--- src/rtl/branch_redirect_ctrl_if.sv ---
// Fetch-side redirect handshake and flush signals of branch_redirect_ctrl.
// master = redirect controller, slave = fetch/decode front end.
interface branch_redirect_ctrl_if #(
    parameter int XLEN = 32
);
    logic            redirect_valid;
    logic            redirect_ready;
    logic [XLEN-1:0] redirect_pc;
    logic            redirect_lane;
    logic            flush;
    logic            flush_lane;

    modport master (
        output redirect_valid,
        output redirect_pc,
        output redirect_lane,
        output flush,
        output flush_lane,
        input  redirect_ready
    );

    modport slave (
        input  redirect_valid,
        input  redirect_pc,
        input  redirect_lane,
        input  flush,
        input  flush_lane,
        output redirect_ready
    );
endinterface

--- src/rtl/branch_redirect_ctrl.sv ---
// Turns execute-stage taken branches into a registered fetch redirect plus a timed flush.
// Optional macro BRANCH_STATS_EN adds saturating per-lane taken counters (taken_cntA/taken_cntB).
//
// state    | meaning
// ---------+-------------------------------------------------------------
// IDLE     | waiting for a taken branch; execute inputs are sampled
// REDIRECT | redirect_valid high, waiting for redirect_ready
// FLUSH    | flush held for FLUSH_CYCLES cycles, then pending entry or IDLE
module branch_redirect_ctrl #(
    parameter int XLEN         = 32,
    parameter int FLUSH_CYCLES = 2
) (
    input  logic                   clk,
    input  logic                   rst_n,
    input  logic                   mode,
    input  logic                   ex_validA,
    input  logic                   branch_takenA,
    input  logic [XLEN-1:0]        targetA,
    input  logic                   ex_validB,
    input  logic                   branch_takenB,
    input  logic [XLEN-1:0]        targetB,
    branch_redirect_ctrl_if.master fetchIf,
    output logic                   ex_stall
`ifdef BRANCH_STATS_EN
    ,
    output logic [31:0]            taken_cntA,
    output logic [31:0]            taken_cntB
`endif
);

    typedef enum logic [1:0] {
        IDLE     = 2'd0,
        REDIRECT = 2'd1,
        FLUSH    = 2'd2
    } stateT;

    localparam logic [3:0] FLUSH_LAST = 4'(FLUSH_CYCLES - 1);

    stateT           state, stateNext;
    logic [XLEN-1:0] curPc, curPcNext;
    logic            curLane, curLaneNext;
    logic [XLEN-1:0] pendPc, pendPcNext;
    logic            pendV, pendVNext;
    logic [3:0]      flushCnt, flushCntNext;
    logic            redirectValid, redirectValidNext;
    logic            flushQ, flushNext;
    logic            flushLane, flushLaneNext;
    logic            stallQ, stallNext;

    logic takeA;
    logic takeB;
    logic captureA;
    logic captureB;

    assign takeA    = ex_validA & branch_takenA;
    assign takeB    = ex_validB & branch_takenB & ~mode;
    assign captureA = (state == IDLE) & takeA;
    assign captureB = (state == IDLE) & takeB;

    always_comb begin
        stateNext         = state;
        curPcNext         = curPc;
        curLaneNext       = curLane;
        pendPcNext        = pendPc;
        pendVNext         = pendV;
        flushCntNext      = flushCnt;
        redirectValidNext = redirectValid;
        flushNext         = flushQ;
        flushLaneNext     = flushLane;

        case (state)
            IDLE: begin
                if (takeA) begin
                    curPcNext   = targetA;
                    curLaneNext = 1'b0;
                    if (takeB) begin
                        // lane B waits behind lane A; its lane tag is implicitly 1
                        pendPcNext = targetB;
                        pendVNext  = 1'b1;
                    end
                end else if (takeB) begin
                    curPcNext   = targetB;
                    curLaneNext = 1'b1;
                end
                if (takeA || takeB) begin
                    stateNext         = REDIRECT;
                    redirectValidNext = 1'b1;
                end
            end
            REDIRECT: begin
                if (redirectValid && fetchIf.redirect_ready) begin
                    redirectValidNext = 1'b0;
                    flushNext         = 1'b1;
                    flushLaneNext     = curLane;
                    flushCntNext      = FLUSH_LAST;
                    stateNext         = FLUSH;
                end
            end
            FLUSH: begin
                if (flushCnt == 4'd0) begin
                    flushNext = 1'b0;
                    if (pendV) begin
                        curPcNext         = pendPc;
                        curLaneNext       = 1'b1;
                        pendVNext         = 1'b0;
                        redirectValidNext = 1'b1;
                        stateNext         = REDIRECT;
                    end else begin
                        stateNext = IDLE;
                    end
                end else begin
                    flushCntNext = flushCnt - 4'd1;
                end
            end
            default: begin
                stateNext         = IDLE;
                redirectValidNext = 1'b0;
                flushNext         = 1'b0;
                pendVNext         = 1'b0;
            end
        endcase

        stallNext = (stateNext != IDLE);
    end

    always_ff @(posedge clk or negedge rst_n) begin
        if (!rst_n) begin
            state         <= IDLE;
            curPc         <= '0;
            curLane       <= 1'b0;
            pendPc        <= '0;
            pendV         <= 1'b0;
            flushCnt      <= 4'd0;
            redirectValid <= 1'b0;
            flushQ        <= 1'b0;
            flushLane     <= 1'b0;
            stallQ        <= 1'b0;
        end else begin
            state         <= stateNext;
            curPc         <= curPcNext;
            curLane       <= curLaneNext;
            pendPc        <= pendPcNext;
            pendV         <= pendVNext;
            flushCnt      <= flushCntNext;
            redirectValid <= redirectValidNext;
            flushQ        <= flushNext;
            flushLane     <= flushLaneNext;
            stallQ        <= stallNext;
        end
    end

    assign fetchIf.redirect_valid = redirectValid;
    assign fetchIf.redirect_pc    = curPc;
    assign fetchIf.redirect_lane  = curLane;
    assign fetchIf.flush          = flushQ;
    assign fetchIf.flush_lane     = flushLane;
    assign ex_stall               = stallQ;

`ifdef BRANCH_STATS_EN
    logic [31:0] statCntA;
    logic [31:0] statCntB;

    // a buffered lane-B take is counted at capture time, not at delivery
    always_ff @(posedge clk or negedge rst_n) begin
        if (!rst_n) begin
            statCntA <= 32'd0;
            statCntB <= 32'd0;
        end else begin
            if (captureA && (statCntA != 32'hFFFF_FFFF)) statCntA <= statCntA + 32'd1;
            if (captureB && (statCntB != 32'hFFFF_FFFF)) statCntB <= statCntB + 32'd1;
        end
    end

    assign taken_cntA = statCntA;
    assign taken_cntB = statCntB;
`else
    logic unusedCapture;
    assign unusedCapture = captureA ^ captureB;
`endif

endmodule

--- src/flat_wrapper.sv ---
// flat-port wrapper written by rule: the top's interface ports become plain ports
module branch_redirect_ctrl_flat 
#(
    parameter int XLEN         = 32,
    parameter int FLUSH_CYCLES = 2
)
  (clk, rst_n, mode, ex_validA, branch_takenA, targetA, ex_validB, branch_takenB, targetB, ex_stall, fetchIf_redirect_valid, fetchIf_redirect_pc, fetchIf_redirect_lane, fetchIf_flush, fetchIf_flush_lane, fetchIf_redirect_ready);
  branch_redirect_ctrl_if #(.XLEN(XLEN)) fetchIf_i ();
  input  logic clk;
  input  logic rst_n;
  input  logic mode;
  input  logic ex_validA;
  input  logic branch_takenA;
  input  logic [XLEN-1:0] targetA;
  input  logic ex_validB;
  input  logic branch_takenB;
  input  logic [XLEN-1:0] targetB;
  output logic ex_stall;
  output wire logic [$bits(fetchIf_i.redirect_valid)-1:0] fetchIf_redirect_valid;
  output wire logic [$bits(fetchIf_i.redirect_pc)-1:0] fetchIf_redirect_pc;
  output wire logic [$bits(fetchIf_i.redirect_lane)-1:0] fetchIf_redirect_lane;
  output wire logic [$bits(fetchIf_i.flush)-1:0] fetchIf_flush;
  output wire logic [$bits(fetchIf_i.flush_lane)-1:0] fetchIf_flush_lane;
  input wire logic [$bits(fetchIf_i.redirect_ready)-1:0] fetchIf_redirect_ready;
  assign fetchIf_redirect_valid = fetchIf_i.redirect_valid;
  assign fetchIf_redirect_pc = fetchIf_i.redirect_pc;
  assign fetchIf_redirect_lane = fetchIf_i.redirect_lane;
  assign fetchIf_flush = fetchIf_i.flush;
  assign fetchIf_flush_lane = fetchIf_i.flush_lane;
  assign fetchIf_i.redirect_ready = fetchIf_redirect_ready;
  branch_redirect_ctrl #(.XLEN(XLEN), .FLUSH_CYCLES(FLUSH_CYCLES)) u_core (.clk(clk), .rst_n(rst_n), .mode(mode), .ex_validA(ex_validA), .branch_takenA(branch_takenA), .targetA(targetA), .ex_validB(ex_validB), .branch_takenB(branch_takenB), .targetB(targetB), .fetchIf(fetchIf_i), .ex_stall(ex_stall));
endmodule
--- config.mk ---
export PLATFORM = sky130hd
export DESIGN_NAME = branch_redirect_ctrl_flat
export DESIGN_NICKNAME = d
export VERILOG_FILES = /design/src/rtl/branch_redirect_ctrl_if.sv /design/src/rtl/branch_redirect_ctrl.sv /design/src/flat_wrapper.sv
export SDC_FILE = /design/constraint.sdc
export NUM_CORES = 1
export LEC_CHECK = 0
export ABC_AREA = 1
export CAP_MARGIN = 25
export CORE_ASPECT_RATIO = 1.25
export CORE_MARGIN = 10
export CORE_UTILIZATION = 52
export CTS_BUF_LIST = sky130_fd_sc_hd__clkbuf_16
export CTS_CLUSTER_SIZE = 10
export DETAILED_ROUTE_END_ITERATION = 8
export PLACE_DENSITY_LB_ADDON = 0.2
export SLEW_MARGIN = 20
export SYNTH_ARGS = -nofsm -noshare
export SYNTH_HDL_FRONTEND = slang
export SYNTH_SLANG_ARGS = --single-unit
--- constraint.sdc ---
create_clock -name clk -period 1.96 [get_ports clk]
set_input_delay 0.294 -clock clk [delete_from_list [all_inputs] [get_ports clk]]
set_output_delay 0.294 -clock clk [all_outputs]
set_load 0.05 [all_outputs]
==> run_results.csv, run 1 <==
group,metric,value,unit
status,outcome,"complete, no violations",
cts,cts_root_buffer,"clkbuf_16",
logic_synthesis,synth_top_cell_area_share,48.0,%
global_routing,first_global_vias,4085,
global_routing,grt_pass1_wl,19.4,mm
sta,relSlewSlack,64.5,%
pwr,power_density,1570,nW/µm²
worst_setup_path,r2r_setup_slack,0.18,ns
worst_setup_path,worstSetupPathType,"register to output port",
pwr,power.total,0.00854,W
floorplan,die_w,98.1,µm
sta,tns,0,ns
worst_setup_path,path_buf_inv,1,
floorplan,dieHeight,118,µm
worst_setup_path,path_max_fanout,2,
worst_setup_path,worst_ep_required_time,1.67,ns
logic_synthesis,syn_inst,558,
worst_setup_path,max_stage_delay,0.83,ns
detailed_routing,dr_total_vias,3934,
worst_setup_path,crit_chain,"clkdlybuf4s50_1",
global_routing,antenna_found_initial,0,
sta,fin_crit_sh,94.5,%
detailed_routing,post-route-drc-count,0,
pwr,power.leakage,2.92,nW
logic_synthesis,syn-num-nets,632,
flow_run,maxCapViolations,0,
final_layout,drive_gt1_share,5.98,%
cts,htree_levels,3,
global_routing,grt_max_degree,66,
floorplan,initial_core_util,53.6,%
sta,worst_slew_pin_slew,0.530,ns
cts,cts_sinks,76,
floorplan,core_area,7400,µm²
sta,finalClockSkew,0.00541,ns
global_routing,grt.busiest_layer,"met2",
pwr,ir_worst_vdd,0.964,mV
final_layout,instances_no_fill,761,
final_layout,final_area,5450,µm²
detailed_routing,wl_per_cell,15.1,µm
cts,ctsLongestPathBuffers,2,
sta,layout_setup_ws,0.107,ns
sta,rsz0062_at_grt,"no",
placed_design,placed_area,5130,µm²
global_routing,grt_util_met1,23.2,%
cts,clk_pin_slew,0.06,ns
cts,cts_buffers,9,
detailed_routing,antenna_left,0,
worst_setup_path,cp-end-kind,"output port",
logic_synthesis,synth_area_per_cell,7.10,µm²
worst_setup_path,cp_top_family,"buffers and inverters",
placed_design,pre_cts_slack,0.220,ns
worst_setup_path,slowest_stage,"clkdlybuf4s50_1",
logic_synthesis,yosysUniqueCellTypes,20,
detailed_routing,dr.pass1.iters,5,
detailed_routing,drt-total-wl,11.5,mm
cts,cts_tree,"built",
cts,cts_setup_buffers,0,
placed_design,placed_cells,744,
floorplan,dieArea,11500,µm²
global_routing,grt_use_met3,5.23,%
floorplan,fp-row-count,35,
logic_synthesis,syn_area,3960,µm²
logic_synthesis,yosys-top-cells-area,"dfrtp_1, nand2_1, nand3_1",
sta,fin_crit,1.85,ns
global_routing,grtUsageTotal,19.9,%
final_layout,antenna_cells,0,
sta,setup_viol,0,
detailed_routing,vias_per_cell,5.17,
worst_setup_path,crit_arrival,1.56,ns
final_layout,nets,738,
min_path,min_path_type,"input pin to asynchronous set/reset pin",
detailed_routing,drtIter0Drc,384,
logic_synthesis,synth-seq-area-share,48.0,%
floorplan,ios,109,
placed_design,port-buffer-count,108,
logic_synthesis,yosysWarningCount,0,
global_routing,grt_use_met2,34.3,%
cts,clock_latency,0.33,ns
final_layout,syn_to_final_growth,37.4,%
worst_setup_path,critPathLaunchType,"register",
sta,final_max_slew_viol_count,0,
global_routing,grt_overflow,0,
sta,hold_viol,0,
placed_design,gp_congestion,0.793,
sta,fmax,540,MHz
logic_synthesis,synth_largest_area_cell,"dfrtp_1",
placed_design,place_hpwl,7.88,mm
logic_synthesis,ys_seq_elements,76,
==> sequential cells by signal, summed over array words and instances, names as in the netlist <==
signal and flops:
u_core.fetchIf.redirect_pc 32, u_core.pendPc 32, u_core.flushCnt 4, u_core.state 2
u_core.ex_stall 1, u_core.fetchIf.flush 1, u_core.fetchIf.flush_lane 1, u_core.fetchIf.redirect_lane 1
u_core.fetchIf.redirect_valid 1, u_core.pendV 1
==> synthesized netlist by cell type <==
cell      instances
buf_2            16
o21ai_0          13
nor2_2            1
nand4_1           1
inv_2             3
o21ai_1          24
buf_6             4
ha_1              2
o22ai_1           1
clkbuf_1          3
buf_4             5
nor3_1            1
nand2_4           1
inv_1            75
nand3_1          73
dfrtp_1          76
xor2_1            1
nand2_1         246
nand2_2           3
nor2_1            9
==> layout by cell type, fill, tap and decap left out, types with 3 or more instances in the layout <==
master / Yosys / layout
clkbuf_16: 0 / 9
nand3_1: 73 / 73
nor2_1: 9 / 9
dfrtp_1: 76 / 76
clkdlybuf4s50_1: 0 / 107
buf_4: 5 / 12
inv_1: 75 / 75
nand2_2: 3 / 4
buf_12: 0 / 3
nand2_1: 246 / 245
o21ai_0: 13 / 13
o21ai_1: 24 / 24
inv_2: 3 / 3
==> per-layer routing <==
| metal | share of wire (%) | wire [µm] |
|---|---|---|
| met5 | 0 | 0 |
| met4 | 1.7 | 195 |
| met1 | 40 | 4630 |
| met2 | 51 | 5890 |
| met3 | 6.7 | 764 |
==> final cells by class <==
class,instances,area (µm²)
clock buffer,9,225
clock inverter,7,82.6
fill,573,1950
inverter,78,293
multi-input combinational,376,1600
sequential,76,1900
tap,92,115
timing repair buffer,123,1230
==> power by group <==
part / internal (W) / leakage (nW) / total, W / switching (W)
sequential: 0.00233 / 0.960 / 0.00282 / 0.000489
combinational: 0.00140 / 1.81 / 0.00402 / 0.00262
clock: 0.00101 / 0.145 / 0.00170 / 0.000696
total: 0.00474 / 2.92 / 0.00854 / 0.00380
==> path summary, 6_finish.rpt <==
check                                                     from                              to  depth (start not counted)
worst max-delay path            u_core.fetchIf.redirect_pc[22]         fetchIf_redirect_pc[22]                          1
worst min-delay path                                     rst_n                u_core.pendPc[5]                          2
worst max register to register              u_core.flushCnt[0]  u_core.fetchIf.redirect_pc[31]                          9
worst min register to register       u_core.fetchIf.flush_lane       u_core.fetchIf.flush_lane                          2
max in group asynchronous                                rst_n               u_core.pendPc[18]                          3
min in group clk                     u_core.fetchIf.flush_lane       u_core.fetchIf.flush_lane                          2
==> repair_timing <==
action | in CTS | in global routing
endpoints found under the hold margin | 29 | 0
hold buffers | 1 | 0
setup endpoints to repair | 0 | 0
gates resized for setup | 0 | 0
==> cell families after synthesis <==
group	Yosys count	synth area share [%]
DFF	76	48.0
xor gates and xnor gates	1	0.221
AOI/OAI and AO/OA	38	4.83
buffers and inverters	106	11.8
adders and majority gates	2	0.631
and+or+nand+nor	335	34.6
==> worst reg2reg max path, cell delays in order, from the launching register on <==
cell	delay [ns]
dfrtp_1	0.36
inv_1	0.14
ha_1	0.22
nand2_1	0.07
nor2_1	0.11
nand2_2	0.21
nand2_2	0.15
buf_4	0.27
nand2_1	0.11
nand2_1	0.06
==> metrics by stage <==
step                      utilization (%)  hold WS, ns
after floorplan                         -     -0.00159
after global placement               69.3        0.253
after global routing                 73.6        0.469
final                                73.6        0.435
after CTS                            73.6        0.451
after detailed placement             69.3        0.255
(Power assumes the default switching activity.)
==> inputs of run 2 (changes only) <==
--- a/config.mk
+++ b/config.mk
@@ -5,11 +5,10 @@
 export SDC_FILE = /design/constraint.sdc
 export NUM_CORES = 1
 export LEC_CHECK = 0
-export ABC_AREA = 1
 export CAP_MARGIN = 25
 export CORE_ASPECT_RATIO = 1.25
 export CORE_MARGIN = 10
-export CORE_UTILIZATION = 52
+export CORE_UTILIZATION = 51
 export CTS_BUF_LIST = sky130_fd_sc_hd__clkbuf_16
 export CTS_CLUSTER_SIZE = 10
 export DETAILED_ROUTE_END_ITERATION = 8
==> run 2 against run 1 <==
  * Power increased by 4.2%
  * Highest routed layer unchanged
  * Combinational power increased by 9.0%
  * Register-to-register slack got worse by 0.14 ns
  * Via count decreased by 29%
  * Largest cell class unchanged
  * Global-route usage decreased by 2.6 points
  * Non-clock buffer count increased by 10
==> run_results.csv, run 2 <==
group,metric,value,unit
pwr,p_int,0.00540,W
detailed_routing,dr_total_vias,2801,
min_path,min_path_type,"input pin to asynchronous set/reset pin",
logic_synthesis,syn_area,3750,µm²
detailed_routing,post-route-drc-count,0,
final_layout,syn_to_final_growth,46.4,%
logic_synthesis,async_reset_ff_share,100,%
detailed_routing,drt-total-wl,10.1,mm
placed_design,placed_area,5010,µm²
cts,clk_pin_slew,0.06,ns
pwr,p_clk_share,19.3,%
cts,cts_sinks,76,
sta,worst_slew_pin_slew,0.546,ns
placed_design,place_hpwl,6.91,mm
floorplan,core_area,7060,µm²
sta,hold_viol,0,
worst_setup_path,slowest_stage,"dfrtp_1",
worst_setup_path,path_buf_inv,3,
worst_setup_path,startpoint,"u_core.flushCnt[1]",
worst_setup_path,cp-end-kind,"register",
worst_setup_path,timing.critical_path.to,"u_core.fetchIf.redirect_pc[28]",
final_layout,mostFrequentLayoutCells,"clkdlybuf4s50_1, dfrtp_1, nand2_1, mux2_4, mux2i_1",
logic_synthesis,syn-num-nets,374,
worst_setup_path,max_stage_delay,0.39,ns
floorplan,die_w,96.7,µm
detailed_routing,vias_per_cell,5.38,
final_layout,final_area,5490,µm²
placed_design,port-buffer-count,108,
logic_synthesis,synth_area_per_cell,12.5,µm²
cts,cts_tree,"built",
final_layout,drive_gt1_share,22.0,%
worst_setup_path,critPathLaunchType,"register",
cts,cts_root_buffer,"clkbuf_16",
global_routing,grt.busiest_layer,"met2",
detailed_routing,dr.pass1.iters,4,
floorplan,dieArea,11200,µm²
worst_setup_path,crit_cells,8,
global_routing,grt_use_met3,6.02,%
floorplan,dieHeight,116,µm
worst_setup_path,r2r-start,"u_core.flushCnt[1]",
logic_synthesis,synth.most_common_cell,"dfrtp_1",
worst_setup_path,r2r_setup_slack,0.04,ns
global_routing,grt_use_met2,29.4,%
final_layout,antenna_cells,0,
final_layout,nets,500,
worst_setup_path,worst_ep_required_time,2.17,ns
pwr,power.leakage,2.56,nW
sta,fmax,521,MHz
pwr,seqPwrFrac,31.5,%
global_routing,grt_util_met1,19.8,%
worst_setup_path,crit_arrival,2.13,ns
final_layout,mostFrequentLayoutCell,"clkdlybuf4s50_1",
floorplan,initial_core_util,53.1,%
global_routing,grtUsageTotal,17.3,%
global_routing,grt_max_degree,41,
sta,final_max_slew_viol_count,0,
worst_setup_path,worstSetupPathType,"register to register",
global_routing,first_global_vias,3107,
logic_synthesis,yosys-top-cells-count,"dfrtp_1, nand2_1, mux2i_1, o21ai_1, mux2_4",
sta,relSlewSlack,63.5,%
logic_synthesis,syn_inst,300,
cts,ctsLongestPathBuffers,2,
worst_setup_path,worstReg2RegEnd,"u_core.fetchIf.redirect_pc[28]",
detailed_routing,drtIter0Drc,78,
logic_synthesis,ys_seq_elements,76,
flow_run,maxCapViolations,0,
sta,fin_crit,1.92,ns
global_routing,grt_overflow,0,
pwr,combPwrFrac,49.2,%
pwr,power_switching,0.00351,W
sta,hold_slack,0.475,ns
sta,rsz0062_at_grt,"yes",
worst_setup_path,r2r_cells,8,
worst_setup_path,cp_top_family,"buffers and inverters",
detailed_routing,antenna_left,0,
logic_synthesis,yosys-top-cells-area,"dfrtp_1, mux2_4, mux2i_1",
floorplan,ios,109,
cts,cts_buffers,9,
logic_synthesis,synth_largest_area_cell,"dfrtp_1",
detailed_routing,wl_per_cell,19.4,µm
logic_synthesis,yosysUniqueCellTypes,35,
pwr,p_sw_share,39.4,%
logic_synthesis,yosysWarningCount,0,
cts,clock_latency,0.33,ns
worst_setup_path,crit_chain,"inv_2, ha_4, nor3b_4, nand3_2, a21oi_4, buf_12, clkbuf_16, mux2_2",
floorplan,fp-row-count,34,
cts,htree_levels,3,
pwr,power_density,1620,nW/µm²
status,outcome,"complete, no violations",
sta,finalClockSkew,0.00438,ns
logic_synthesis,synth_ff_type,"dfrtp_1",
sta,fin_crit_sh,97.9,%
logic_synthesis,synth_edf_count,0,
sta,setup_viol,0,
logic_synthesis,synth-seq-area-share,50.7,%
global_routing,antenna_found_initial,0,
placed_design,gp_congestion,0.757,
logic_synthesis,synth_top_cell_area_share,50.7,%
global_routing,grt_pass1_wl,15.9,mm
worst_setup_path,path_max_fanout,7,
pwr,ir_worst_vdd,0.934,mV
==> run 2: changes by cell type after synthesis, sizes merged, moves of 6 or more <==
cell	delta
buf	-9
mux2	+65
inv	-74
nand2	-214
mux2i	+32
nand3	-70
a21oi	+6
==> run 2: cells by family after synthesis <==
family | count (synthesis) | share of synthesized area (%)
buffers and inverters | 22 | 3.57
adders and majority gates | 2 | 0.667
muxes | 97 | 31.0
xor gates and xnor gates | 2 | 0.467
AOI/OAI and AO/OA | 46 | 6.88
DFF | 76 | 50.7
and+or+nand+nor | 55 | 6.71
==> run 2: worst min-delay path by stage <==
stage                                     endpoint  depth (start not counted)                            from
floorplan                          u_core.ex_stall                          0                           rst_n
global placement    u_core.fetchIf.redirect_pc[13]                          1                           rst_n
detailed placement               u_core.pendPc[13]                          1                           rst_n
CTS                 u_core.fetchIf.redirect_pc[13]                          2                           rst_n
global route        u_core.fetchIf.redirect_pc[17]                          1  u_core.fetchIf.redirect_pc[17]
finish                           u_core.pendPc[13]                          2                           rst_n
==> run 2: timing repair <==
action | CTS | global route
hold endpoints to repair | 38 | 0
pin swaps | 1 | 3
hold buffers | 1 | 0
setup buffers | 1 | 2
gates cloned | 0 | 4
endpoints found under the setup margin | 32 | 30
gates resized for setup | 2 | 9
==> run 2: area by class of cell <==
| type | count | area (µm²) |
|---|---|---|
| flip-flops and latches | 76 | 1900 |
| multi-input cells | 202 | 1760 |
| fillers | 468 | 1570 |
| repair buffers | 133 | 1400 |
| clock buffers | 9 | 225 |
| well taps | 90 | 113 |
| clock inverters | 7 | 82.6 |
| inverters | 4 | 15.0 |
==> run 2: worst reg2reg max path, cell delays in order, from the launching register on <==
cell       delay [ns]
dfrtp_1          0.39
inv_2            0.09
ha_4             0.13
nor3b_4          0.23
nand3_2          0.14
a21oi_4          0.18
buf_12           0.16
clkbuf_16        0.16
mux2_2           0.33
==> run 2: through the flow <==
stage / worst slack (ns) / setup TNS (ns) / utilization [%] / total power (W) / cells
floorplan: 0.0566 / 0 / - / 0.00549 / 300
global placement: -0.0707 / -3.22 / 70.9 / 0.00684 / 497
detailed placement: -0.121 / -5.15 / 70.9 / 0.00696 / 497
CTS: 0.0201 / 0 / 75.7 / 0.00876 / 515
global route: -0.00745 / -0.0284 / 77.7 / 0.00933 / 521
finish: 0.0407 / 0 / 77.7 / 0.00890 / 521
==> run 2: routing by layer <==
layer	part of all wire, %	wire [µm]
met3	5.7	581
met4	1.6	164
met2	50	5080
met5	0	0
met1	42	4280
==> run 2: power groups by stage <==
| stage | Clock, W | Sequential [W] | Combinational [W] |
|---|---|---|---|
| final | 0.00171 | 0.00281 | 0.00438 |
| after CTS | 0.00173 | 0.00280 | 0.00423 |
| after floorplan | 0 | 0.00409 | 0.00140 |
| after global routing | 0.00181 | 0.00290 | 0.00462 |
| after global placement | 0 | 0.00275 | 0.00409 |
| after detailed placement | 0 | 0.00278 | 0.00418 |
==> inputs of run 3 (changes only) <==
--- a/config.mk
+++ b/config.mk
@@ -8,7 +8,7 @@
 export CAP_MARGIN = 25
 export CORE_ASPECT_RATIO = 1.25
 export CORE_MARGIN = 10
-export CORE_UTILIZATION = 51
+export CORE_UTILIZATION = 43
 export CTS_BUF_LIST = sky130_fd_sc_hd__clkbuf_16
 export CTS_CLUSTER_SIZE = 10
 export DETAILED_ROUTE_END_ITERATION = 8
==> constraint.sdc (replaced) <==
create_clock -name clk -period 1.55 [get_ports clk]
set_input_delay 0.2325 -clock clk [delete_from_list [all_inputs] [get_ports clk]]
set_output_delay 0.2325 -clock clk [all_outputs]
set_load 0.05 [all_outputs]
==> run 3 against run 2 <==
  * The run now ends with setup timing left
  * Cell count grew 9.0%
  * Power grew 25%
  * Cell area grew 3.6%
  * Sequential cell count is the same
  * Setup slack lost 0.38 ns
  * Combinational power grew 32%
  * Wire length grew 2.4%
  * Clock-buffer cell count is the same
  * Critical path type unchanged
==> run_results.csv, run 3 (same netlist as run 2, synthesis figures left out) <==
group,metric,value,unit
final_layout,drive_gt1_share,36.6,%
final_layout,syn_to_final_growth,51.6,%
floorplan,initial_core_util,43.6,%
sta,fin_crit_sh,122,%
placed_design,port-buffer-count,108,
sta,final_max_slew_viol_count,0,
worst_setup_path,crit_chain,"inv_2, ha_4, nor3b_4, nand3_2, a21oi_4, buf_4, clkbuf_16, mux2_2",
detailed_routing,met1Wirelength,4.40,mm
detailed_routing,vias_per_cell,4.98,
worst_setup_path,slowest_stage,"dfrtp_1",
worst_setup_path,critPathLaunchType,"register",
cts,ctsLongestPathBuffers,2,
cts,cts_tree,"built",
placed_design,placed_area,5030,µm²
floorplan,fp-row-count,38,
final_layout,mostFrequentLayoutCell,"dfrtp_1",
worst_setup_path,worst_ep_required_time,1.77,ns
detailed_routing,dr.pass1.iters,4,
status,outcome,"complete, but fails checks",
worst_setup_path,max_stage_delay,0.39,ns
floorplan,core_area,8610,µm²
detailed_routing,antenna_left,0,
final_layout,final_area,5680,µm²
global_routing,grt_pass1_wl,16.6,mm
sta,setup_viol,58,
pwr,power_density,1960,nW/µm²
placed_design,place_hpwl,6.76,mm
global_routing,grt_overflow,0,
detailed_routing,drt-total-wl,10.4,mm
detailed_routing,dr_wl_met2,5.41,mm
sta,finalClockSkew,0.00700,ns
pwr,ir_worst_vdd,0.967,mV
cts,htree_levels,3,
worst_setup_path,worstSetupPathType,"register to register",
final_layout,mostFrequentLayoutCells,"dfrtp_1, clkdlybuf4s50_1, buf_4, mux2_4, nand2_1",
final_layout,post-route-util,66.0,%
worst_setup_path,cp-end-kind,"register",
floorplan,die_w,104,µm
pwr,power.leakage,2.77,nW
sta,rsz0062_at_grt,"yes",
global_routing,antenna_found_initial,0,
final_layout,nets,517,
detailed_routing,dr.max_layer_used,"met4",
floorplan,ios,109,
sta,layout_setup_ws,-0.341,ns
worst_setup_path,crit_arrival,2.11,ns
final_layout,antenna_cells,0,
worst_setup_path,r2r_setup_slack,-0.34,ns
worst_setup_path,path_max_fanout,6,
cts,cts_buffers,9,
detailed_routing,wl_per_cell,18.2,µm
min_path,min_path_type,"input pin to asynchronous set/reset pin",
detailed_routing,drtIter0Drc,67,
placed_design,gp_congestion,0.748,
cts,clock_latency,0.33,ns
floorplan,dieArea,12900,µm²
cts,cts_sinks,76,
sta,relSlewSlack,70.5,%
cts,cts_root_buffer,"clkbuf_16",
floorplan,dieHeight,124,µm
sta,fmax,529,MHz
sta,hold_viol,0,
global_routing,grt_max_degree,37,
global_routing,first_global_vias,3159,
detailed_routing,post-route-drc-count,0,
cts,clk_pin_slew,0.06,ns
global_routing,grtUsageTotal,16.0,%
flow_run,maxCapViolations,0,
status,violations,"setup timing",
sta,fin_crit,1.89,ns
detailed_routing,met3WireLength,438,µm
sta,worst_slew_pin_slew,0.443,ns
detailed_routing,dr_total_vias,2827,
run 3: changes by cell type in the layout (fill, tap and decap cells not counted), sizes merged:
| cell | before | now |
|---|---|---|
| buf | 22 | 78 |
| clkinvlp | 1 | 0 |
| clkinv | 3 | 6 |
| clkdlybuf4s50 | 107 | 65 |
| dlygate4sd2 | 0 | 3 |
| clkbuf | 12 | 10 |
| bufinv | 2 | 0 |
| dlymetal6s2s | 0 | 2 |
run 3: layer usage:
layer	up-vias	global-route usage, %
met4	0	6.07
met3	11	3.99
met5	-	0
met2	64	27.5
li1	1341	-
met1	1411	18.6
run 3: critical path, delay by kind of cell (launching register included):
kind / cells / cell delay, ns
AO/OA/AOI/OAI: 1 / 0.16
flip-flops: 1 / 0.39
multiplexers: 1 / 0.32
adder cells (fa/ha/maj): 1 / 0.13
buffers and inverters: 3 / 0.39
AND/OR/NAND/NOR: 2 / 0.37
run 3: cell type report:
type	count	area (µm²)
Multi-Input combinational cell	202	1860
Tap cell	120	150
Fill cell	675	2920
Inverter	4	15.0
Timing Repair Buffer	150	1500
Sequential cell	76	1900
Clock inverter	7	35.0
Clock buffer	9	225
run 3: what timing repair did:
item	4_1_cts	5_1_grt
endpoints found under the setup margin	67	73
resized for setup	36	22
hold buffers	1	0
pin swaps	5	6
buffers inserted	12	6
endpoints found under the hold margin	28	0
cloned	6	1
run 3: power by group:
| group | total, W | switching [W] | internal [W] |
|---|---|---|---|
| Clock | 0.00183 | 0.000772 | 0.00106 |
| Combinational | 0.00579 | 0.00318 | 0.00262 |
| Sequential | 0.00352 | 0.000561 | 0.00296 |
run 3: through the flow:
step	total power, W	std cells	setup TNS [ns]	hold slack [ns]	setup slack, ns
3_3_place_gp	0.00867	533	-30.81	0.195	-0.483
2_1_floorplan	0.00699	300	-13.16	-0.0631	-0.328
3_5_place_dp	0.00878	533	-32.13	0.192	-0.517
4_1_cts	0.0111	568	-13.40	0.382	-0.301
6_report	0.0111	568	-12.90	0.377	-0.341
5_1_grt	0.0118	568	-16.40	0.415	-0.411
run 3: worst paths after layout:
check	startpoint	to	cells after the start
min	rst_n	u_core.fetchIf.redirect_pc[27]	2
max in group asynchronous	rst_n	u_core.state[1]	3
max reg2reg	u_core.flushCnt[0]	u_core.fetchIf.redirect_pc[8]	8
max	u_core.flushCnt[0]	u_core.fetchIf.redirect_pc[8]	8
min in group clk	u_core.fetchIf.redirect_pc[14]	u_core.fetchIf.redirect_pc[14]	1
min reg2reg	u_core.fetchIf.redirect_pc[14]	u_core.fetchIf.redirect_pc[14]	1
==> variant 1, RTL diff (settings of run 3) <==
The 3 states of `stateT` get a one-hot encoding in 3 bits.
--- a/src/rtl/branch_redirect_ctrl.sv
+++ b/src/rtl/branch_redirect_ctrl.sv
@@ -30,6 +30,6 @@
 
-    typedef enum logic [1:0] {
-        IDLE     = 2'd0,
-        REDIRECT = 2'd1,
-        FLUSH    = 2'd2
+    typedef enum logic [2:0] {
+        IDLE     = 3'b001,
+        REDIRECT = 3'b010,
+        FLUSH    = 3'b100
     } stateT;
Formal check against the unedited RTL: same outputs for any inputs over 4 cycles, from zero or initial values and one cycle with rst_n low; so few cycles prove little.
==> variant 1 against run 3 <==
The flow still finishes with violations (negative setup slack); synthesized cell count rose by 3.0%; worst setup slack got worse by 0.040 ns; total power fell by 0.49%; count of clock-buffer cells in the layout did not move; first-iteration DRC count rose by 110%; design area rose by 5.9%; fmax fell by 2.1%; sequential cell count rose by 1; routed wire length rose by 6.1%; combinational power fell by 7.6%; area after synthesis rose by 3.1%; clock skew fell by 0.00089 ns; highest routed layer unchanged.
==> variant 1: results (changes against run 3) <==
OUTCOME
---------------------------------------------------------------------------
Status                                                         finished with violations
Violations in the final reports                                negative setup slack

GLOBAL ROUTING
---------------------------------------------------------------------------
All-layer global routing usage                                        16.2%   +0.21 points
Largest net degree at the start of global routing                        39   +5.4%
Wire length of the first global-routing pass                        17.3 mm   +3.9%
Number of global-route vias before repair                              3182   +0.73%

SYNTH
---------------------------------------------------------------------------
Average instance area after synthesis                              12.5 um2   +0.13%
Top cells by area, synth                                       sky130_fd_sc_hd__dfrtp_1, sky130_fd_sc_hd__mux2_2, sky130_fd_sc_hd__mux2_4
Count of unique library cells instantiated by Yosys                      39   +11%
Share of synthesized area occupied by flip-flops and latches          49.9%   -0.86 points
Most instantiated cells after synthesis                        sky130_fd_sc_hd__dfrtp_1, sky130_fd_sc_hd__mux2_2, sky130_fd_sc_hd__nand2_1, sky130_fd_sc_hd__o21ai_0, sky130_fd_sc_hd__mux2i_1
Synthesized net count                                                   383   +2.4%

ROUTE
---------------------------------------------------------------------------
DR WL met2                                                          5.63 mm   +4.2%
Count of vias placed by the detailed router                            2915   +3.1%
Met3 wire length                                                     460 um   +5.0%
Routed met1 length                                                  4.68 mm   +6.3%
First-pass iteration count of the detailed router                         4   unchanged
Aggregate routed wire length                                        11.0 mm   +6.1%
DR iter-0 viols                                                         138   +110%

FINAL LAYOUT
---------------------------------------------------------------------------
Share of layout cells above drive strength 1                          40.5%   +3.9 points
Final Net Count                                                         533   +3.1%
Number of cells in the finished layout apart from fillers               584   +2.8%

PLACED DESIGN
---------------------------------------------------------------------------
Post-Place Setup Slack                                            -0.412 ns   +0.106 ns
Hpwl dp                                                             7.20 mm   +6.4%
Routability Congestion                                                0.789   +5.4%
Inst Count DP                                                           548   +2.8%

CTS
---------------------------------------------------------------------------
Number of H-tree levels                                                   3   unchanged

POWER
---------------------------------------------------------------------------
Static leakage                                                      2.79 nW   +0.71%
Worst-case vdd ir drop                                              1230 uV   +27%

WORST SETUP PATH
---------------------------------------------------------------------------
Worst Path Max Fanout                                                     5   -1
Reg2Reg Capture Point                                          u_core.fetchIf.redirect_pc[26]
Number of cells on the worst reg-to-reg path                              8   unchanged
Endpoint arrival time on the critical path                          2.14 ns   +0.03 ns
Crit. Startpoint                                               u_core.flushCnt[1]

TIMING
---------------------------------------------------------------------------
Final setup slack of the worst path                               -0.382 ns   -0.0402 ns
Pin slew with the least headroom to its limit                      0.416 ns   -0.0269 ns
Maximum clock skew at final layout                               0.00611 ns   -0.000893 ns
Number of setup violations in the final report                           76   +31%
Sum of negative setup slack                                       -19.48 ns   -6.58 ns

[variant 1: cell families (layout without fill, tap and decap cells)]
group                      after synthesis  after routing  share of synthesized area, %
xor gates and xnor gates                 2              2                         0.453
and+or+nand+nor                         60             60                          7.51
AOI/OAI and AO/OA                       48             48                          6.99
adders and majority gates                2              2                         0.647
muxes                                   98             98                          30.1
buffers and inverters                   22            177                          4.43
DFF                                     77             77                          49.9
[variant 1: how the worst max path moves through the flow]
stage	endpoint	slack, ns	cells past startpoint
floorplan	u_core.fetchIf.redirect_pc[11]	-0.32	8
global placement	u_core.fetchIf.redirect_pc[2]	-0.37	7
detailed placement	u_core.fetchIf.redirect_pc[25]	-0.41	7
CTS	u_core.fetchIf.redirect_pc[21]	-0.33	8
global route	u_core.fetchIf.redirect_pc[10]	-0.45	8
finish	u_core.fetchIf.redirect_pc[26]	-0.38	8
[variant 1: critical path, cell delays in order (launching register included)]
cell and delay (ns):
sky130_fd_sc_hd__dfrtp_1 0.39, sky130_fd_sc_hd__inv_2 0.09, sky130_fd_sc_hd__ha_4 0.12, sky130_fd_sc_hd__or3b_4 0.40, sky130_fd_sc_hd__nor2_4 0.12, sky130_fd_sc_hd__a22o_4 0.13, sky130_fd_sc_hd__buf_12 0.13, sky130_fd_sc_hd__clkbuf_16 0.15
sky130_fd_sc_hd__mux2_4 0.29
[variant 1: routing by layer]
layer	up-vias	GRT usage, %
li1	1390	-
met1	1442	19.9
met2	71	26.9
met3	12	4.29
met4	0	5.18
met5	-	0
[variant 1: timing repair]
| item | CTS | global route |
|---|---|---|
| endpoints found under the setup margin | 72 | 77 |
| hold endpoints to repair | 26 | 0 |
| pin swaps | 3 | 8 |
| hold buffers | 1 | 0 |
| setup buffers | 12 | 5 |
| gates resized for setup | 23 | 22 |
| cloned | 5 | 1 |
[variant 1: layout make-up]
type	instances	area (um2)
Fill cell	635	2730
Multi-Input combinational cell	210	2000
Sequential cell	77	1930
Timing Repair Buffer	157	1610
Clock buffer	9	225
Tap cell	120	150
Clock inverter	7	91.3
Inverter	4	15.0
[variant 1: through the flow]
stage	hold WS [ns]	area, um2
after floorplan	-0.0631	3980
after global placement	0.190	5290
after detailed placement	0.191	5290
after CTS	0.388	5970
after global routing	0.398	6020
final	0.379	6020
[variant 1: where the power goes]
group	internal, mW	leakage, nW	switching [mW]
clock network	1.40	0.150	0.805
registers	2.94	0.938	0.598
logic	2.55	1.70	2.80
total	6.89	2.79	4.21
==> variant 2, RTL diff (flow settings as in run 3) <==
Without the edit above. `XLEN` is set to 32 in 3 places; all go to 28.
--- a/src/rtl/branch_redirect_ctrl_if.sv
+++ b/src/rtl/branch_redirect_ctrl_if.sv
@@ -3,3 +3,3 @@
 interface branch_redirect_ctrl_if #(
-    parameter int XLEN = 32
+    parameter int XLEN = 28
 );
--- a/src/rtl/branch_redirect_ctrl.sv
+++ b/src/rtl/branch_redirect_ctrl.sv
@@ -9,3 +9,3 @@
 module branch_redirect_ctrl #(
-    parameter int XLEN         = 32,
+    parameter int XLEN         = 28,
     parameter int FLUSH_CYCLES = 2
--- a/src/flat_wrapper.sv
+++ b/src/flat_wrapper.sv
@@ -3,3 +3,3 @@
 #(
-    parameter int XLEN         = 32,
+    parameter int XLEN         = 28,
     parameter int FLUSH_CYCLES = 2
Ports: changed (resized fetchIf_redirect_pc, targetA and targetB); port bits go from 109 to 97. No check against the original RTL was run, so the function may have changed too.
==> variant 2 against run 3 <==
The flow still finishes with violations (negative setup slack); sequential cell count down 8; design area shrank 10%; worst setup slack gained 0.031 ns; total power fell by 8.2%; routed wire length fell by 13%; clock skew about the same; global-route usage fell by 0.95 points; critical path depth stayed put; sequential share of layout area decreased by 0.099 points; final cell count fell by 12%; area after synthesis fell by 13%; critical path type unchanged; largest cell class unchanged; highest routed layer unchanged.
==> variant 2: results (changes against run 3) <==
OUTCOME
---------------------------------------------------------------------------
Status                                                         finished with violations
Violations in the final reports                                negative setup slack

PLACED DESIGN
---------------------------------------------------------------------------
Routability Congestion                                                0.771   +3.0%
Inst Count DP                                                           472   -11%
Number of input and output port buffers inserted                         96   -11%
Post-Place Setup Slack                                            -0.445 ns   +0.0722 ns
Area after DPL                                                  0.00448 mm2   -11%

ROUTE
---------------------------------------------------------------------------
Routed met1 length                                                  3.87 mm   -12%
DR iter-0 viols                                                         109   +63%
Vias per Instance                                                      5.08   +2.0%
Met3 wire length                                                     337 um   -23%
DR WL met2                                                          4.75 mm   -12%

TIMING
---------------------------------------------------------------------------
Sum of negative setup slack                                        -9.87 ns   +3.04 ns
Number of setup violations in the final report                           59   +1.7%
Final setup slack of the worst path                               -0.310 ns   +0.0312 ns
Maximum clock skew at final layout                               0.00729 ns   +0.000292 ns

SYNTH
---------------------------------------------------------------------------
Count of unique library cells instantiated by Yosys                      29   -17%
Top cells by area, synth                                       sky130_fd_sc_hd__dfrtp_1, sky130_fd_sc_hd__mux2_2, sky130_fd_sc_hd__mux2i_1
Share of synthesized area occupied by flip-flops and latches          52.5%   +1.7 points

WORST SETUP PATH
---------------------------------------------------------------------------
Worst r2r src                                                  u_core.flushCnt[1]
Endpoint arrival time on the critical path                          2.07 ns   -0.04 ns

GLOBAL ROUTING
---------------------------------------------------------------------------
Wire length of the first global-routing pass                        13.9 mm   -17%
Largest net degree at the start of global routing                        32   -14%
Number of global-route vias before repair                              2693   -15%
Met1 Usage GRT                                                        17.6%   -0.92 points
Met2 Use GR                                                           25.6%   -1.9 points

[variant 2: cell types whose count changed in the layout (fill, tap and decap cells not counted), moves of 8 or more]
cell                              before  now
sky130_fd_sc_hd__mux2_1                9    0
sky130_fd_sc_hd__o21ai_1              31    0
sky130_fd_sc_hd__clkdlybuf4s50_1      65   57
sky130_fd_sc_hd__o21ai_0               2   30
sky130_fd_sc_hd__dfrtp_1              76   67
sky130_fd_sc_hd__mux2_4               49   37
sky130_fd_sc_hd__mux2_2                7   20
[variant 2: report_power, final]
| part | total [mW] | switching, mW | internal, mW |
|---|---|---|---|
| registers | 3.18 | 0.527 | 2.65 |
| logic | 5.09 | 2.76 | 2.33 |
| clock network | 1.96 | 0.730 | 1.23 |
[variant 2: final cells by class]
| class | instances | area, um2 |
|---|---|---|
| Fill cell | 557 | 2250 |
| Tap cell | 92 | 115 |
| Sequential cell | 68 | 1700 |
| Clock inverter | 7 | 66.3 |
| Multi-Input combinational cell | 182 | 1610 |
| Timing Repair Buffer | 137 | 1370 |
| Inverter | 4 | 15.0 |
| Clock buffer | 9 | 225 |
[variant 2: final timing paths]
kind	to	slack [ns]
min in group asynchronous	u_core.pendPc[7]	0.50
max in group asynchronous	u_core.state[0]	0.83
max	u_core.fetchIf.redirect_pc[7]	-0.31
min reg2reg	u_core.fetchIf.flush_lane	0.49
min	u_core.fetchIf.flush_lane	0.49
max reg2reg	u_core.fetchIf.redirect_pc[7]	-0.31
[variant 2: critical path, cell delays in order (launching register included)]
cell and delay (ns):
sky130_fd_sc_hd__dfrtp_1 0.38, sky130_fd_sc_hd__inv_2 0.08, sky130_fd_sc_hd__ha_4 0.13, sky130_fd_sc_hd__nor3b_4 0.22
sky130_fd_sc_hd__nand3_2 0.13, sky130_fd_sc_hd__a21oi_4 0.20, sky130_fd_sc_hd__buf_12 0.15, sky130_fd_sc_hd__clkbuf_16 0.16
sky130_fd_sc_hd__mux2_4 0.30
[variant 2: kinds of logic (layout without fill, tap and decap cells)]
| group | Yosys count | count (layout) | synth area share (%) |
|---|---|---|---|
| AOI/OAI and AO/OA | 39 | 39 | 6.40 |
| DFF | 68 | 68 | 52.5 |
| adders and majority gates | 2 | 2 | 0.771 |
| muxes | 85 | 85 | 29.5 |
| xor gates and xnor gates | 2 | 2 | 0.540 |
| and+or+nand+nor | 54 | 54 | 7.37 |
| buffers and inverters | 19 | 157 | 2.97 |
[variant 2: repair_timing]
item | CTS | global route
hold endpoints to repair | 68 | 0
endpoints found under the setup margin | 59 | 59
pin swaps | 4 | 3
gates resized for setup | 27 | 23
hold buffers | 1 | 0
gates cloned | 2 | 3
buffers inserted | 4 | 2
